--- config.mk ---
export PLATFORM = sky130hd
export DESIGN_NAME = lsu_flat
export DESIGN_NICKNAME = d
export VERILOG_FILES = /design/src/rtl/lsu_if.sv /design/src/rtl/lsu.sv /design/src/flat_wrapper.sv
export SDC_FILE = /design/constraint.sdc
export NUM_CORES = 1
export LEC_CHECK = 0
export BUFFER_PORTS_ARGS = -buffer_cell sky130_fd_sc_hd__buf_4
export CAP_MARGIN = 20
export CORE_ASPECT_RATIO = 2
export CORE_MARGIN = 4
export CORE_UTILIZATION = 40
export CTS_CLUSTER_SIZE = 12
export DETAILED_ROUTE_END_ITERATION = 10
export GPL_ROUTABILITY_DRIVEN = 0
export PLACE_DENSITY = 0.69
export SYNTH_ARGS = -nofsm -noshare
export SYNTH_HDL_FRONTEND = slang
export SYNTH_SLANG_ARGS = --single-unit
--- constraint.sdc ---
create_clock -name clk -period 5.06 [get_ports clk]
set_input_delay 0.759 -clock clk [delete_from_list [all_inputs] [get_ports clk]]
set_output_delay 0.759 -clock clk [all_outputs]
set_load 0.005 [all_outputs]
--- src/rtl/lsu_if.sv ---
// ---------------------------------------------------------------------------
// lsu_if
//
// Request and response handshake bundle between the EX/MEM stage and the
// load/store unit.
//
//   request  : req_valid / req_ready, req_we, req_funct3, req_addr, req_wdata
//   response : resp_valid / resp_ready, resp_rdata, resp_err, resp_cause
//
// Modports:
//   master - the requester (pipeline stage or testbench)
//   slave  - the load/store unit
// ---------------------------------------------------------------------------
interface lsu_if;

   logic        req_valid;
   logic        req_ready;
   logic        req_we;
   logic [2:0]  req_funct3;
   logic [31:0] req_addr;
   logic [31:0] req_wdata;

   logic        resp_valid;
   logic        resp_ready;
   logic [31:0] resp_rdata;
   logic        resp_err;
   logic [1:0]  resp_cause;

   modport master (
      output req_valid, req_we, req_funct3, req_addr, req_wdata, resp_ready,
      input  req_ready, resp_valid, resp_rdata, resp_err, resp_cause
   );

   modport slave (
      input  req_valid, req_we, req_funct3, req_addr, req_wdata, resp_ready,
      output req_ready, resp_valid, resp_rdata, resp_err, resp_cause
   );

endinterface

--- src/rtl/lsu.sv ---
// ---------------------------------------------------------------------------
// lsu
//
// Load/store unit in front of the 64-byte data memory. Takes one request at
// a time, decodes the RISC-V load/store funct3, checks funct3 legality,
// alignment and address range, performs a single-cycle memory access for
// legal requests and returns either extended load data or a fault cause.
//
// Ports:
//   clk, rst   - clock, asynchronous active-high reset
//   bus        - lsu_if.slave: request and response handshakes
//   dm_wr      - data-memory write enable (only in ACCESS for a store)
//   dm_addr    - data-memory byte address (latched request address)
//   dm_din     - data-memory write data (latched store data)
//   dm_type    - data-memory access size: 000 word, 001 half, 011 byte
//   dm_dout    - combinational data-memory read data (zero-extended)
//   cnt_load   - completed loads
//   cnt_store  - completed stores
//   cnt_err    - faulted requests
// ---------------------------------------------------------------------------
module lsu #(
   parameter int DM_AW = 6,
   parameter int CNT_W = 16
) (
   input  logic             clk,
   input  logic             rst,
   lsu_if.slave             bus,
   output logic             dm_wr,
   output logic [DM_AW-1:0] dm_addr,
   output logic [31:0]      dm_din,
   output logic [2:0]       dm_type,
   input  logic [31:0]      dm_dout,
   output logic [CNT_W-1:0] cnt_load,
   output logic [CNT_W-1:0] cnt_store,
   output logic [CNT_W-1:0] cnt_err
);

   typedef enum logic [1:0] {
      IDLE   = 2'b00,
      ACCESS = 2'b01,
      RESP   = 2'b10
   } state_t;

   typedef enum logic [1:0] {
      CAUSE_NONE   = 2'b00,
      CAUSE_FUNCT3 = 2'b01,
      CAUSE_ALIGN  = 2'b10,
      CAUSE_RANGE  = 2'b11
   } cause_t;

   localparam logic [2:0] DM_WORD = 3'b000;
   localparam logic [2:0] DM_HALF = 3'b001;
   localparam logic [2:0] DM_BYTE = 3'b011;

   state_t      state;
   state_t      state_nxt;

   // Latched request fields not already visible on the dm_* outputs.
   logic        lat_we;
   logic [2:0]  lat_f3;

   // Response registers.
   logic [31:0] rsp_rdata;
   logic        rsp_err;
   cause_t      rsp_cause;

   logic        accept;
   logic        f3_legal;
   cause_t      chk_cause;
   logic [31:0] ld_ext;

   // Size encoding for the memory port, taken from funct3[1:0].
   function automatic logic [2:0] size_to_dm_type(input logic [1:0] sz);
      case (sz)
         2'b00:   return DM_BYTE;
         2'b01:   return DM_HALF;
         default: return DM_WORD;
      endcase
   endfunction

   // ------------------------------------------------------------------------
   // Fault classification of the request currently on the bus.
   // Priority: illegal funct3, then misalignment, then range.
   // ------------------------------------------------------------------------
   always_comb begin
      // NOTE: every signal assigned in an always_comb gets a default first,
      // so no path through the block leaves it unassigned and infers a latch.
      f3_legal  = 1'b0;
      chk_cause = CAUSE_NONE;

      if (bus.req_we)
         f3_legal = bus.req_funct3 inside {3'b000, 3'b001, 3'b010};
      else
         f3_legal = bus.req_funct3 inside {3'b000, 3'b001, 3'b010, 3'b100, 3'b101};

      if (!f3_legal)
         chk_cause = CAUSE_FUNCT3;
      else if ((bus.req_funct3[1:0] == 2'b10 && bus.req_addr[1:0] != 2'b00) ||
               (bus.req_funct3[1:0] == 2'b01 && bus.req_addr[0]))
         chk_cause = CAUSE_ALIGN;
      else if (bus.req_addr[31:DM_AW] != '0)
         chk_cause = CAUSE_RANGE;
   end

   // ------------------------------------------------------------------------
   // Load data extension, selected by the latched funct3.
   // ------------------------------------------------------------------------
   always_comb begin
      ld_ext = dm_dout;
      case (lat_f3)
         3'b000:  ld_ext = {{24{dm_dout[7]}},  dm_dout[7:0]};
         3'b001:  ld_ext = {{16{dm_dout[15]}}, dm_dout[15:0]};
         3'b100:  ld_ext = {24'h0, dm_dout[7:0]};
         3'b101:  ld_ext = {16'h0, dm_dout[15:0]};
         default: ld_ext = dm_dout;
      endcase
   end

   assign accept = (state == IDLE) && bus.req_valid;

   // ------------------------------------------------------------------------
   // FSM state register.
   // ------------------------------------------------------------------------
   always_ff @(posedge clk or posedge rst) begin
      // NOTE: sequential state uses non-blocking assignments so every
      // register samples pre-edge values regardless of block ordering.
      if (rst)
         state <= IDLE;
      else
         state <= state_nxt;
   end

   // ------------------------------------------------------------------------
   // FSM next state and state-decoded outputs. dm_wr comes straight from the
   // state register, so asserting rst forces it low without waiting for an
   // edge and an interrupted store never commits.
   // ------------------------------------------------------------------------
   always_comb begin
      state_nxt      = state;
      bus.req_ready  = 1'b0;
      bus.resp_valid = 1'b0;
      dm_wr          = 1'b0;

      case (state)
         IDLE: begin
            bus.req_ready = 1'b1;
            if (bus.req_valid)
               state_nxt = (chk_cause == CAUSE_NONE) ? ACCESS : RESP;
         end
         ACCESS: begin
            dm_wr     = lat_we;
            state_nxt = RESP;
         end
         RESP: begin
            bus.resp_valid = 1'b1;
            if (bus.resp_ready)
               state_nxt = IDLE;
         end
         default: state_nxt = IDLE;
      endcase
   end

   // ------------------------------------------------------------------------
   // Request latch, response registers and statistics counters.
   // The response registers are cleared on every acceptance so a faulted or
   // store response always reports zero data.
   // ------------------------------------------------------------------------
   always_ff @(posedge clk or posedge rst) begin
      if (rst) begin
         lat_we    <= 1'b0;
         lat_f3    <= 3'b000;
         dm_addr   <= '0;
         dm_din    <= '0;
         dm_type   <= DM_WORD;
         rsp_rdata <= '0;
         rsp_err   <= 1'b0;
         rsp_cause <= CAUSE_NONE;
         cnt_load  <= '0;
         cnt_store <= '0;
         cnt_err   <= '0;
      end else begin
         if (accept) begin
            lat_we    <= bus.req_we;
            lat_f3    <= bus.req_funct3;
            dm_addr   <= bus.req_addr[DM_AW-1:0];
            dm_din    <= bus.req_wdata;
            dm_type   <= size_to_dm_type(bus.req_funct3[1:0]);
            rsp_rdata <= '0;
            rsp_err   <= (chk_cause != CAUSE_NONE);
            rsp_cause <= chk_cause;
            if (chk_cause != CAUSE_NONE)
               cnt_err <= cnt_err + CNT_W'(1);
         end

         if (state == ACCESS) begin
            if (lat_we) begin
               cnt_store <= cnt_store + CNT_W'(1);
            end else begin
               rsp_rdata <= ld_ext;
               cnt_load  <= cnt_load + CNT_W'(1);
            end
         end
      end
   end

   assign bus.resp_rdata = rsp_rdata;
   assign bus.resp_err   = rsp_err;
   assign bus.resp_cause = rsp_cause;

endmodule

--- src/flat_wrapper.sv ---
// flat-port wrapper written by rule: the top's interface ports become plain ports
module lsu_flat 
#(
   parameter int DM_AW = 6,
   parameter int CNT_W = 16
)
  (clk, rst, dm_wr, dm_addr, dm_din, dm_type, dm_dout, cnt_load, cnt_store, cnt_err, bus_req_valid, bus_req_we, bus_req_funct3, bus_req_addr, bus_req_wdata, bus_resp_ready, bus_req_ready, bus_resp_valid, bus_resp_rdata, bus_resp_err, bus_resp_cause);
  lsu_if bus_i ();
  input  logic clk;
  input  logic rst;
  output logic dm_wr;
  output logic [DM_AW-1:0] dm_addr;
  output logic [31:0] dm_din;
  output logic [2:0] dm_type;
  input  logic [31:0] dm_dout;
  output logic [CNT_W-1:0] cnt_load;
  output logic [CNT_W-1:0] cnt_store;
  output logic [CNT_W-1:0] cnt_err;
  input wire logic [$bits(bus_i.req_valid)-1:0] bus_req_valid;
  input wire logic [$bits(bus_i.req_we)-1:0] bus_req_we;
  input wire logic [$bits(bus_i.req_funct3)-1:0] bus_req_funct3;
  input wire logic [$bits(bus_i.req_addr)-1:0] bus_req_addr;
  input wire logic [$bits(bus_i.req_wdata)-1:0] bus_req_wdata;
  input wire logic [$bits(bus_i.resp_ready)-1:0] bus_resp_ready;
  output wire logic [$bits(bus_i.req_ready)-1:0] bus_req_ready;
  output wire logic [$bits(bus_i.resp_valid)-1:0] bus_resp_valid;
  output wire logic [$bits(bus_i.resp_rdata)-1:0] bus_resp_rdata;
  output wire logic [$bits(bus_i.resp_err)-1:0] bus_resp_err;
  output wire logic [$bits(bus_i.resp_cause)-1:0] bus_resp_cause;
  assign bus_i.req_valid = bus_req_valid;
  assign bus_i.req_we = bus_req_we;
  assign bus_i.req_funct3 = bus_req_funct3;
  assign bus_i.req_addr = bus_req_addr;
  assign bus_i.req_wdata = bus_req_wdata;
  assign bus_i.resp_ready = bus_resp_ready;
  assign bus_req_ready = bus_i.req_ready;
  assign bus_resp_valid = bus_i.resp_valid;
  assign bus_resp_rdata = bus_i.resp_rdata;
  assign bus_resp_err = bus_i.resp_err;
  assign bus_resp_cause = bus_i.resp_cause;
  lsu #(.DM_AW(DM_AW), .CNT_W(CNT_W)) u_core (.clk(clk), .rst(rst), .bus(bus_i), .dm_wr(dm_wr), .dm_addr(dm_addr), .dm_din(dm_din), .dm_type(dm_type), .dm_dout(dm_dout), .cnt_load(cnt_load), .cnt_store(cnt_store), .cnt_err(cnt_err));
endmodule
## After elaboration in Yosys (flattened, before gate mapping)

Index checks and enable logic that the tools add are counted.

| cells by class | value |
|---|---|
| add/subtract/negate cells | 3 |
| equality and inequality tests | 13 |
| multiplexer cells | 16 |
| bitwise logic cells | 1 |
| reduce and logical (&&, ||, !) cells | 18 |

Operator list:

| kind | number |
|---|---|
| $pmux 32 s4 | 1 |
| $mux 32 | 3 |
| $add 16x1->16 const B | 3 |
| $reduce_bool 26->1 | 1 |
| $eq 3x3->1 const B | 4 |
| $mux 2 | 6 |
| $reduce_and 2->1 | 4 |
| $eq 3x1->1 const B | 2 |
| $logic_not 2->1 | 3 |
| $logic_not 3->1 | 2 |
| $pmux 2 s3 | 1 |
| $reduce_bool 5->1 | 1 |
| $eq 2x1->1 const B | 2 |
| $eq 2x2->1 const B | 2 |
| $mux 1 | 4 |
| $ne 2x2->1 const B | 2 |
| $pmux 2 s2 | 1 |
| $reduce_bool 2->1 | 2 |
| $eq 3x2->1 const B | 1 |
| $logic_and 1x1->1 | 3 |
| $reduce_bool 3->1 | 1 |
| $logic_or 1x1->1 | 1 |
| $not 1->1 | 1 |

| storage, ports and cells | value |
|---|---|
| register bits | 130 |
| bits of input ports | 104 |
| output and inout bits | 127 |
| word-level logic and storage cells | 63 |

## Logic depth before layout (Yosys ltp)

Gate-level depths: netlist of the first run.

| logic depth | value |
|---|---|
| depth in word-level cells | 9 |
| depth in mapped cells | 7 |
| mapped depth without buffers | 6 |

## Least setup slack after synthesis of the first run

Ideal clock, no wire load.

| timing path | value |
|---|---|
| kind | in2reg |
| start | input bus_req_addr[13] |
| end | register u_core.state[1] |
| setup time | 124 ps |
| arrival | 2,053 ps |
| required time | 4,936 ps |
| path slack | 2,883 ps |
| stages | 6 |
| path buffers | 1 |
| cell sequence | nor4_1 nand4_1 nor3_4 buf_4 a21boi_0 o31a_1 |

| between the ends | value |
|---|---|
| cells in the longest elaborated chain, start to end | 8 |

RTL lines:

| item | RTL line | RTL |
|---|---|---|
| start: declaration | flat_wrapper.sv:22 | `input wire logic [$bits(bus_i.req_addr)-1:0] bus_req_addr;` |
| $reduce_bool 26->1 | lsu.sv:101 | `else if (bus.req_addr[31:DM_AW] != '0)` |
| $mux 2 | lsu.sv:101 |  |
| $mux 2 | lsu.sv:98 | `else if ((bus.req_funct3[1:0] == 2'b10 && bus.req_addr[1:0] != 2'b00) \|\|` |
| $mux 2 | lsu.sv:96 | `if (!f3_legal)` |
| $logic_not 2->1 | lsu.sv:148 | `state_nxt = (chk_cause == CAUSE_NONE) ? ACCESS : RESP;` |
| $mux 2 | lsu.sv:148 |  |
| $mux 2 | lsu.sv:147 | `if (bus.req_valid)` |
| $pmux 2 s3 | lsu.sv:144 | `case (state)` |
| end signal: assignment | lsu.sv:130 | `state <= state_nxt;` |
| end: declaration | lsu.sv:55 | `state_t state;` |

Every way passes these cells. The select of a mux whose other input is x is not followed.
A chain may end at the register's enable or synchronous reset.

## Final worst setup path of the first run

| timing path | value |
|---|---|
| start | register u_core.state[1] |
| end | register u_core.cnt_err[15] |

| between the ends | value |
|---|---|
| cells in the longest elaborated chain, start to end | 3 |

RTL lines:

| item | RTL line | RTL |
|---|---|---|
| $logic_not 2->1 | lsu.sv:119 | `assign accept = (state == IDLE) && bus.req_valid;` |
| $logic_and 1x1->1 | lsu.sv:119 |  |
| $reduce_and 2->1 (no line) | n/a |  |
| end signal: assignment | lsu.sv:192 | `cnt_err <= cnt_err + CNT_W'(1);` |
| end: declaration | lsu.sv:35 | `output logic [CNT_W-1:0] cnt_err` |

Every way passes these cells.

==> results of run 1 <==
-- logic make-up (layout without fill, tap and decap cells) --
kind of cell             Yosys count  in the layout
AO/OA/AOI/OAI                     89             89
XOR/XNOR                          45             45
adder cells (fa/ha/maj)            3              3
buffers and inverters             34            275
flip-flops                       129            129
multiplexers                       2              2
other                              1              1
AND/OR/NAND/NOR                  239            239
-- area by class of cell --
class | count | share of cell area
Inverter | 7 | 0.00362
Clock buffer | 20 | 0.0574
Multi-Input combinational cell | 379 | 0.261
Timing Repair Buffer | 236 | 0.225
Tap cell | 155 | 0.0244
Clock inverter | 12 | 0.0228
Sequential cell | 129 | 0.406
-- per-layer routing --
layer	global-route usage	routed length, um	vias to the layer above
met1	0.214	5470	2290
met3	0.0475	918	20
met4	0.0882	443	0
li1	-	-	2268
met5	0	0	-
met2	0.356	8240	188
-- cell usage in the layout (no fill, tap or decap), types with 11 or more instances in the layout --
cell type    n
nand4_1     11
buf_4      235
xor2_1      19
nand2_1    171
a21oi_1     29
dfrtp_1    129
clkbuf_16   17
o21ai_0     26
nor2_1      12
xnor2_1     26
-- critical path: stages (launching register included) --
cell and delay (ns):
dfrtp_1 0.44, nor2_2 0.20, and2_2 0.16, buf_4 0.45, nand4_1 0.40, a2111oi_2 0.50, xor2_1 0.17
-- final timing paths --
check / start / end / cells past startpoint / slack [ns]
min in group clk: u_core.bus.resp_cause[1] / u_core.bus.resp_cause[1] / 2 / 0.47
min: rst / u_core.dm_din[1] / 2 / 0.38
max reg2reg: u_core.state[1] / u_core.cnt_err[15] / 6 / 2.66
min reg2reg: u_core.bus.resp_cause[1] / u_core.bus.resp_cause[1] / 2 / 0.47
max in group asynchronous: rst / u_core.cnt_load[8] / 3 / 3.65
max: u_core.state[1] / u_core.cnt_err[15] / 6 / 2.66
-- registers in the layout (all words and copies together) (netlist names) --
register and cells:
u_core.bus.resp_err 1, u_core.cnt_load 16, u_core.lat_f3 3, u_core.cnt_err 16, u_core.bus.resp_rdata 32, u_core.lat_we 1
u_core.state 2, u_core.dm_type 2, u_core.cnt_store 16, u_core.bus.resp_cause 2, u_core.dm_addr 6, u_core.dm_din 32
-- where the power goes --
group | switching [mW] | internal [mW] | total (mW)
registers | 0.110 | 1.14 | 1.25
clock network | 0.451 | 0.853 | 1.30
logic | 0.222 | 0.260 | 0.482
total | 0.783 | 2.26 | 3.04
-- per-stage QoR --
step	setup WS, ns	std cells	hold WS (ns)
2_1_floorplan	0.860	542	0.462
3_3_place_gp	2.42	905	0.461
3_5_place_dp	2.33	906	0.457
4_1_cts	2.64	938	0.402
5_1_grt	2.46	938	0.414
6_report	2.66	938	0.381
==> impl_results.md, run 1 <==
- DR DRC count: 0
- Prevailing post-synth register cell: dfrtp_1
- Max_slew headroom: 0.375
- Core Region: 13,400 um^2
- Power per cell area: 382 nW/um^2
- Crit Path Class: reg -> reg
- Clock transition at the registers of the reported paths: 0.06 ns
- First-pass GRT wire length: 25,100 um
- Vias in the first global route: 5,070
- Largest net degree at the start of global routing: 53
- Design Area, Final: 7960 um^2
- Max Clk Rate: 0.416 GHz
- Area occupied by multi-input gates: 2080 um^2
- GRT Resource Usage Total: 0.197
- Die Wd: 90.5 um
- Placed instance area: between 7000 and 8000 um^2
- Min Clock Period, post-route: roughly 2.4 ns
- Layout net count: 877
- Worst Setup Start Kind: flip-flop
- Clock Path Buffers: 2
- Clk Latency, worst-skew pair: 0.41 ns
- Final TNS setup: 0 ns
- Worst slew pin tran: 0.935 ns
- Compound-Gate Fraction of Synth Area: 0.101
- Synth Area in XOR/XNOR: 0.0724
- Critical path fanouts, max: 52
- Postcts setup bufs: 0
- Fillers: 1,187
- Area Growth Syn to Fin: 46.2%
- Starting Density: 0.405
- DR vias/cell: 5.08
- RSZ-0062 raised after global routing: no
- HP Class: in -> async
- Largest family of logic cells by synthesized area: simple AND/OR/NAND/NOR gates
- CTS buffer count: 17
- Final hold viol count: 0
- Avg Synthesized Cell Area: between 10 and 15 um^2
- Worst EP arrival: 2.73 ns
- Worst path required time: 5.39 ns
- Pins Over Slew Limit: 0
- Post-synth ARST share: 1.00
- Mapped Area: roughly 5400 um^2
- Share of cells above drive strength 1: 0.356
- HPWL after DPL: around 11,000 um
- Die Y-Extent: 173 um
- Synth Area in Adders: 0.00690
- Ranking of synthesized cells by area: dfrtp_1 (59%), nand2_1 (12%), xnor2_1 (4.2%)
- Max Cap Viol: 0
- Most numerous cell in the Yosys netlist: nand2_1
- Post-CTS Hold Buffers: 0
- Via count: 4,766
- Synthesized Nets: 649
- Post-CTS sizing: 0
- Sequential-to-total area share from yosys stat: 0.593
- Total power: 3.04 mW
- Final setup fails: 0
- Run status: finished clean
- Yosys reg bits: 129
- Congestion Overflow GR: 0
- Starting DRT DRC Count: 182
- Syn. warnings: 0
- CP Capture Type: flip-flop
- Mux contribution to synthesized area: 0.00391
- Cells after Synth: 542
- Initial antenna violation count: 0
- Post-synthesis cell type count: 44
- H-Tree Depth: 4
- Drt total wl: around 15,000 um
- Number of synthesized flops with an enable pin: 0
- Largest area contributor in the netlist: dfrtp_1
- Yosys top cell area share: 0.593
- TritonRoute pass-1 iters: 5
- Top cells by count, synth: nand2_1 (172), dfrtp_1 (129), a21oi_1 (29), o21ai_0 (26), xnor2_1 (26)
- # clock sinks: 129
- Clock Root Buffer: clkbuf_16
- Antenna diodes: 0
- Standard-cell rows: 60
- Register Area: approximately 3200 um^2
- Leak: 4.24 nW
- Port bufs: 229
- Util after Layout: 0.592
- Wire per inst: 16.1 um
- I/O pins: 231
- Crit share post-route: 0.475
- Final ANT Viol Nets: 0
- Worst Clk Skew: roughly 0.014 ns
- Worst IR drop on VDD: 0.208 mV
- Fraction of the mapped netlist area in simple logic gates: 0.195
- CTS tree: yes
- Die footprint: 15,600 um^2
(Power assumes the default switching activity.)
==> run 2: changes to the inputs <==
--- a/config.mk
+++ b/config.mk
@@ -5,6 +5,7 @@
 export SDC_FILE = /design/constraint.sdc
 export NUM_CORES = 1
 export LEC_CHECK = 0
+export ABC_AREA = 1
 export BUFFER_PORTS_ARGS = -buffer_cell sky130_fd_sc_hd__buf_4
 export CAP_MARGIN = 20
 export CORE_ASPECT_RATIO = 2
@@ -13,7 +14,7 @@
 export CTS_CLUSTER_SIZE = 12
 export DETAILED_ROUTE_END_ITERATION = 10
 export GPL_ROUTABILITY_DRIVEN = 0
-export PLACE_DENSITY = 0.69
+export PLACE_DENSITY = 0.67
 export SYNTH_ARGS = -nofsm -noshare
 export SYNTH_HDL_FRONTEND = slang
 export SYNTH_SLANG_ARGS = --single-unit
==> constraint.sdc (replaced) <==
create_clock -name clk -period 2.4 [get_ports clk]
set_input_delay 0.36 -clock clk [delete_from_list [all_inputs] [get_ports clk]]
set_output_delay 0.36 -clock clk [all_outputs]
set_load 0.005 [all_outputs]
==> run 2 against run 1 <==
Effect of this change:
- non-clock buffer count grew 1
- wire length is 16% higher
- total power is 110% higher
- first-iteration DRC count up 22%
- flip-flop and latch count did not move
==> impl_results.md, run 2 <==
- Final ANT Viol Nets: 0 (unchanged)
- Crit path top cell by count: buf_4
- Sequential-to-total area share from yosys stat: 0.532 (-0.0614)
- Final TNS setup: 0 ns (unchanged)
- Initial antenna violation count: 0 (unchanged)
- Worst Clk Skew: 0.00999 ns (-0.00396 ns)
- Min Clock Period, post-route: about 1.8 ns
- # clock sinks: 129 (unchanged)
- Max Clk Rate: 0.562 GHz
- Pins Over Slew Limit: 0 (unchanged)
- DR vias/cell: 4.71 (-7.2%)
- I/O pins: 231 (unchanged)
- Most frequent cells in the layout: nand2_1 (314), buf_4 (234), dfrtp_1 (129)
- Post-synthesis cell type count: 38 (-14%)
- Clock transition at the registers of the reported paths: 0.06 ns (about the same)
- Via count: 5,610 (+18%)
- Wire per inst: 14.8 um (-8.2%)
- Cells on worst reg2reg path: 10 (+4)
- Yosys top cell area share: 0.532 (-0.0614)
- Largest area contributor in the netlist: dfrtp_1
- Worst path required time: 2.04 ns (-3.35 ns)
- Area Growth Syn to Fin: 42.5%
- CP max-delay cell: dfrtp_1
- Ranking of synthesized cells by area: dfrtp_1 (53%), nand2_1 (19%), nand3_1 (5.4%)
- Layout net count: 1,089 (+24%)
- Congestion Overflow GR: 0 (unchanged)
- Post-synth ARST share: 1.00 (unchanged)
- Cells after Synth: 754 (+39%)
- Crit share post-route: 0.742
- Max_slew headroom: 0.450 (+0.0755)
- Worst hold slack: 0.0869 ns (-0.294 ns)
- Syn. warnings: 0 (unchanged)
- Run status: finished clean
- Top cells by count, synth: nand2_1 (315), dfrtp_1 (129), nand3_1 (65), nor2_1 (57), inv_1 (37)
- First-pass GRT wire length: 28,500 um (+13%)
- Standard-cell rows: 63 (+5.0%)
- Clk Latency, worst-skew pair: 0.40 ns (about the same)
- Power per cell area: 740 nW/um^2 (+94%)
- Most numerous cell in the Yosys netlist: nand2_1
- Critical path's largest stage delay: 0.40 ns (-0.10 ns)
- Setup slack after layout: 0.620 ns (-2.04 ns)
- Drt total wl: 17,600 um (+16%)
- Die footprint: 17,300 um^2 (+11%)
- Leak: 4.63 nW (+9.4%)
- Worst EP arrival: 1.42 ns (-1.31 ns)
- Vias in the first global route: 5,590 (+10%)
- Util after Layout: 0.581 (-0.0114)
- Crit path max-delay family: buffers and inverters
- Critical path fanouts, max: 13 (-75%)
- Worst path bufs/invs: 3 (+2)
- Starting DRT DRC Count: 222 (+22%)
- Starting Density: 0.407 (+0.00246)
- Yosys reg bits: 129 (unchanged)
- Cell breakdown of the critical path: inv_2 -> nand2_1 -> nor2_2 -> buf_4 -> buf_4
- Max Cap Viol: 0 (unchanged)
- Synthesized Nets: 861 (+33%)
- Avg Synthesized Cell Area: 8.05 um^2 (-20%)
- HP Class: in -> async
- DR DRC count: 0 (unchanged)
- Fillers: 1,370 (+15%)
- Mapped Area: 6070 um^2 (+12%)
- Worst slew pin tran: 0.825 ns (-0.110 ns)
- Die Y-Extent: 182 um (+5.4%)
- HPWL after DPL: 13,100 um (+16%)
- Total power: 6.40 mW (+110%)
- Final setup fails: 0 (unchanged)
- Crit Path Class: reg -> out
- TritonRoute pass-1 iters: 4 (-1)
- Worst IR drop on VDD: 0.448 mV (+120%)
- Largest net degree at the start of global routing: 77 (+45%)
- CTS tree: yes
- Post-CTS sizing: 0 (unchanged)
- Final hold viol count: 0 (unchanged)
- H-Tree Depth: 4 (unchanged)
- Antenna diodes: 0 (unchanged)
- Port bufs: 229 (unchanged)
- Share of cells above drive strength 1: 0.294 (-0.0618)
- Most common cell after layout, fill and taps aside: nand2_1
- Worst Setup Start Kind: flip-flop
- Post-CTS Hold Buffers: 0 (unchanged)
- RSZ-0062 raised after global routing: no
- GRT Resource Usage Total: 0.210 (+0.0131)
- Clock Root Buffer: clkbuf_16
- CP Capture Type: output pin
- Die Wd: 95.1 um (+5.1%)
- WP depth: 5 (-1)
- CTS buffer count: 17 (unchanged)
- Post-Place Worst Slack: 0.713 ns (-1.61 ns)
- Prevailing post-synth register cell: dfrtp_1
- Clock Path Buffers: 2 (unchanged)
- Postcts setup bufs: 0 (unchanged)
- Core Region: 14,900 um^2 (+11%)
- Number of synthesized flops with an enable pin: 0 (unchanged)
run 2: cell count changes in the layout (fill, tap and decap cells not counted), sizes merged, moves of 6 or more:
cell,previous run,this run
nand3,10,66
nand2,172,317
and3,6,0
xnor2,26,13
inv,8,50
a22o,8,0
a21o,9,0
a21oi,29,12
nor2,14,62
nor4,7,1
run 2: final timing paths:
check | slack [ns] | startpoint | to
worst max-delay path | 0.62 | u_core.state[1] | dm_wr
worst min-delay path | 0.09 | rst | u_core.cnt_store[3]
worst max register to register | 0.75 | u_core.state[1] | u_core.cnt_store[12]
worst min register to register | 0.48 | u_core.dm_din[7] | u_core.dm_din[7]
max in group asynchronous | 2.00 | rst | u_core.bus.resp_rdata[25]
min in group clk | 0.15 | bus_req_wdata[28] | u_core.dm_din[28]
run 2: cell families after synthesis:
group           after synthesis  share of synthesized area
fa+ha+maj                     3                    0.00618
xor+xnor                     32                     0.0462
simple gates                465                      0.318
buf+inv                      78                     0.0542
flops                       129                      0.532
compound gates               45                     0.0410
other cells                   1                   0.000618
mux                           1                    0.00165
run 2: metal layers:
metal	global-route usage	routed length (um)
met5	0	0
met4	0.0902	673
met3	0.0429	777
met2	0.374	9780
met1	0.236	6340
run 2: area by class of cell:
| class | instances | area, um^2 | area share |
|---|---|---|---|
| clock inverters | 12 | 205 | 0.0237 |
| flip-flops and latches | 129 | 3230 | 0.373 |
| inverters | 50 | 191 | 0.0221 |
| well taps | 195 | 244 | 0.0282 |
| clock buffers | 20 | 447 | 0.0516 |
| multi-input cells | 547 | 2520 | 0.291 |
| repair buffers | 237 | 1820 | 0.210 |
run 2: power by group:
| part | switching (mW) | internal [mW] | total (mW) |
|---|---|---|---|
| Combinational | 0.522 | 0.502 | 1.02 |
| Sequential | 0.150 | 2.37 | 2.52 |
| Clock | 0.973 | 1.88 | 2.85 |
| Total | 1.65 | 4.75 | 6.40 |
run 2: worst register-to-register path: cells and delay by family, from the launching register on:
kind / cells / cell delay [ns]
AND/OR/NAND/NOR: 6 / 0.67
XOR/XNOR: 1 / 0.12
buffers and inverters: 3 / 0.34
flip-flops: 1 / 0.40
run 2: per-stage QoR:
stage	std cells	instance area [um^2]
final	1190	8650
after global routing	1190	8650
after CTS	1190	8650
after detailed placement	1158	8000
after global placement	1158	8000
after floorplan	754	6070
==> run 3: changes to the inputs <==
--- a/config.mk
+++ b/config.mk
@@ -5,7 +5,7 @@
 export SDC_FILE = /design/constraint.sdc
 export NUM_CORES = 1
 export LEC_CHECK = 0
-export ABC_AREA = 1
+export ABC_AREA = 0
 export BUFFER_PORTS_ARGS = -buffer_cell sky130_fd_sc_hd__buf_4
 export CAP_MARGIN = 20
 export CORE_ASPECT_RATIO = 2
@@ -14,7 +14,7 @@
 export CTS_CLUSTER_SIZE = 12
 export DETAILED_ROUTE_END_ITERATION = 10
 export GPL_ROUTABILITY_DRIVEN = 0
-export PLACE_DENSITY = 0.67
+export PLACE_DENSITY = 0.69
 export SYNTH_ARGS = -nofsm -noshare
 export SYNTH_HDL_FRONTEND = slang
 export SYNTH_SLANG_ARGS = --single-unit
==> constraint.sdc (replaced) <==
create_clock -name clk -period 1.7 [get_ports clk]
set_input_delay 0.255 -clock clk [delete_from_list [all_inputs] [get_ports clk]]
set_output_delay 0.255 -clock clk [all_outputs]
set_load 0.005 [all_outputs]
==> run 3 against run 2 <==
Effect of this change:
- highest routed layer unchanged
- via count fell by 12%
- clock-buffer cell count fell by 1
- largest cell class unchanged
- critical path depth did not move
- the run now ends with negative hold slack, negative setup slack left
- flip-flop and latch count did not move
==> impl_results.md, run 3 (synthesis gave the netlist of run 1 again) <==
- Run status: finished with violations
- Failing checks: negative hold slack, negative setup slack
- Standard-cell rows: 60 (-4.8%)
- Crit share post-route: 1.01
- H-Tree Depth: 4 (unchanged)
- CTS tree: yes
- Die footprint: 15,600 um^2 (-9.7%)
- Critical path's largest stage delay: 0.39 ns (about the same)
- Share of cells above drive strength 1: 0.399 (+0.105)
- Worst IR drop on VDD: 0.733 mV (+63%)
- Max Clk Rate: a little under 0.6 GHz
- CP max-delay cell: dfrtp_1
- Clock Path Buffers: 2 (unchanged)
- Setup slack after layout: -0.0248 ns (-0.645 ns)
- HPWL after DPL: 11,800 um (-9.9%)
- HP Class: in -> async
- Critical path fanouts, max: 3 (-10)
- Max Cap Viol: 0 (unchanged)
- Worst Setup Start Kind: flip-flop
- GRT Resource Usage Total: 0.206 (-0.00374)
- Largest net degree at the start of global routing: 92 (+19%)
- Max_slew headroom: 0.654 (+0.204)
- DP Cell Count: 931 (-20%)
- Post-Place Worst Slack: -0.228 ns (-0.941 ns)
- Reg2Reg Launch Point: u_core.cnt_err[8]
- Crit path from: u_core.cnt_err[8]
- Area occupied by multi-input gates: 2180 um^2 (-13%)
- Most common cell after layout, fill and taps aside: buf_4
- WP depth: 5 (unchanged)
- R2R Path End: u_core.cnt_err[15]
- DR vias/cell: 5.10 (+8.1%)
- Worst Clk Skew: 0.00761 ns (-0.00238 ns)
- Core Region: 13,400 um^2 (-9.8%)
- Worst EP arrival: 2.04 ns (+0.62 ns)
- Worst hold slack: -0.0359 ns (-0.123 ns)
- CTS buffer count: 17 (unchanged)
- Final setup fails: 1 (+1)
- Die Wd: 90.5 um (-4.9%)
- Util after Layout: 0.618 (+0.0374)
- Via count: 4,930 (-12%)
- Worst path required time: 2.01 ns (-0.03 ns)
- Area Growth Syn to Fin: 52.6%
- Fillers: 1,128 (-18%)
- Cells on worst reg2reg path: 5 (-5)
- Starting Density: 0.405 (-0.00246)
- Most frequent cells in the layout: buf_4 (258), nand2_1 (172), dfrtp_1 (129)
- CP Capture Type: flip-flop
- I/O pins: 231 (unchanged)
- Starting DRT DRC Count: 171 (-23%)
- Port bufs: 229 (unchanged)
- Crit path max-delay family: simple AND/OR/NAND/NOR gates
- Clk Latency, worst-skew pair: 0.41 ns (about the same)
- Antenna diodes: 0 (unchanged)
- Leak: 4.40 nW (-5.0%)
- TritonRoute pass-1 iters: 4 (unchanged)
- Final std cells w/o fill: 967 (-19%)
- Layout net count: 906 (-17%)
- Final ANT Viol Nets: 0 (unchanged)
- Worst path bufs/invs: 0 (-3)
- Min Clock Period, post-route: 1.72 ns
- Vias in the first global route: 5,195 (-7.1%)
- Congestion Overflow GR: 0 (unchanged)
- Register Area: 3230 um^2 (unchanged)
- DR DRC count: 0 (unchanged)
- Final hold viol count: 19 (+19)
- Crit path top cell by count: nand4_1
- Initial antenna violation count: 0 (unchanged)
- Post-CTS Hold Buffers: 0 (unchanged)
- Reg2Reg Setup Slack: -0.02 ns (-0.77 ns)
- Total power: 9.12 mW (+43%)
- Worst slew pin tran: 0.518 ns (-0.307 ns)
- Drt total wl: 15,800 um (-9.8%)
- # clock sinks: 129 (unchanged)
- Clock transition at the registers of the reported paths: 0.06 ns (about the same)
- Worst setup path endpoint: u_core.cnt_err[15]
- Crit Path Class: reg -> reg
- Power per cell area: 1100 nW/um^2 (+49%)
- Clock Root Buffer: clkbuf_16
- RSZ-0062 raised after global routing: yes
- Wire per inst: 16.4 um (+11%)
- Cell breakdown of the critical path: nand4_1 -> nor2_2 -> nand4_1 -> a2111oi_2 -> xor2_1
- Pins Over Slew Limit: 0 (unchanged)
- Die Y-Extent: 173 um (-5.1%)
- First-pass GRT wire length: 26,000 um (-8.6%)
-- run 3: cell count changes in the layout (fill, tap and decap cells not counted), sizes merged, moves of 5 or more --
cell,previous run,this run
nand2,317,172
nand3,66,10
nor2,62,14
inv,50,10
buf,237,265
a21oi,12,29
xnor2,13,26
a21o,0,9
a22o,0,8
and3,0,6
nor4,1,7
a2111oi,0,5
a211oi,0,5
nand4,7,12
-- run 3: cell type report --
class | count | area share
inverters | 7 | 0.00392
flip-flops and latches | 129 | 0.389
repair buffers | 265 | 0.246
clock inverters | 13 | 0.0212
clock buffers | 19 | 0.0545
well taps | 155 | 0.0234
multi-input cells | 379 | 0.262
-- run 3: layer usage --
| layer | up-vias | GRT usage | share of wire |
|---|---|---|---|
| met5 | - | 0 | 0 |
| met4 | 0 | 0.0889 | 0.029 |
| met3 | 35 | 0.0540 | 0.062 |
| met2 | 222 | 0.381 | 0.56 |
| met1 | 2346 | 0.216 | 0.35 |
| li1 | 2327 | - | - |
-- run 3: through the flow --
step                instance area (um^2)  TNS (ns)
floorplan                           5450    -19.38
global placement                    7520    -0.489
detailed placement                  7520     -1.48
CTS                                 8200  -0.00890
global route                        8310    -0.403
finish                              8310   -0.0248
-- run 3: worst min-delay path: cells and delay by family --
family	cells	cell delay [ns]
buffers and inverters	3	0.55
-- run 3: how the worst min path moves through the flow --
stage / end / start / cells past startpoint / slack, ns
final: u_core.bus.resp_rdata[24] / rst / 3 / -0.04
after floorplan: u_core.dm_type[1] / bus_req_funct3[0] / 1 / 0.35
after detailed placement: u_core.bus.resp_rdata[24] / rst / 3 / 0.45
after global routing: u_core.bus.resp_rdata[24] / rst / 3 / 0.02
after global placement: u_core.bus.resp_rdata[26] / rst / 3 / 0.44
after CTS: u_core.bus.resp_rdata[24] / rst / 3 / 0.007
-- run 3: repair_timing --
item	in CTS	in global routing
endpoints found under the setup margin	8	77
buffers inserted	3	1
pin swaps	3	7
gates resized for setup	9	21
-- run 3: report_power, final --
group          total, mW  leakage (nW)  internal [mW]  switching, mW
logic               1.66          2.41          0.862          0.796
registers           3.65          1.70           3.40          0.246
clock network       3.82         0.299           2.41           1.40
total               9.12          4.40           6.68           2.45
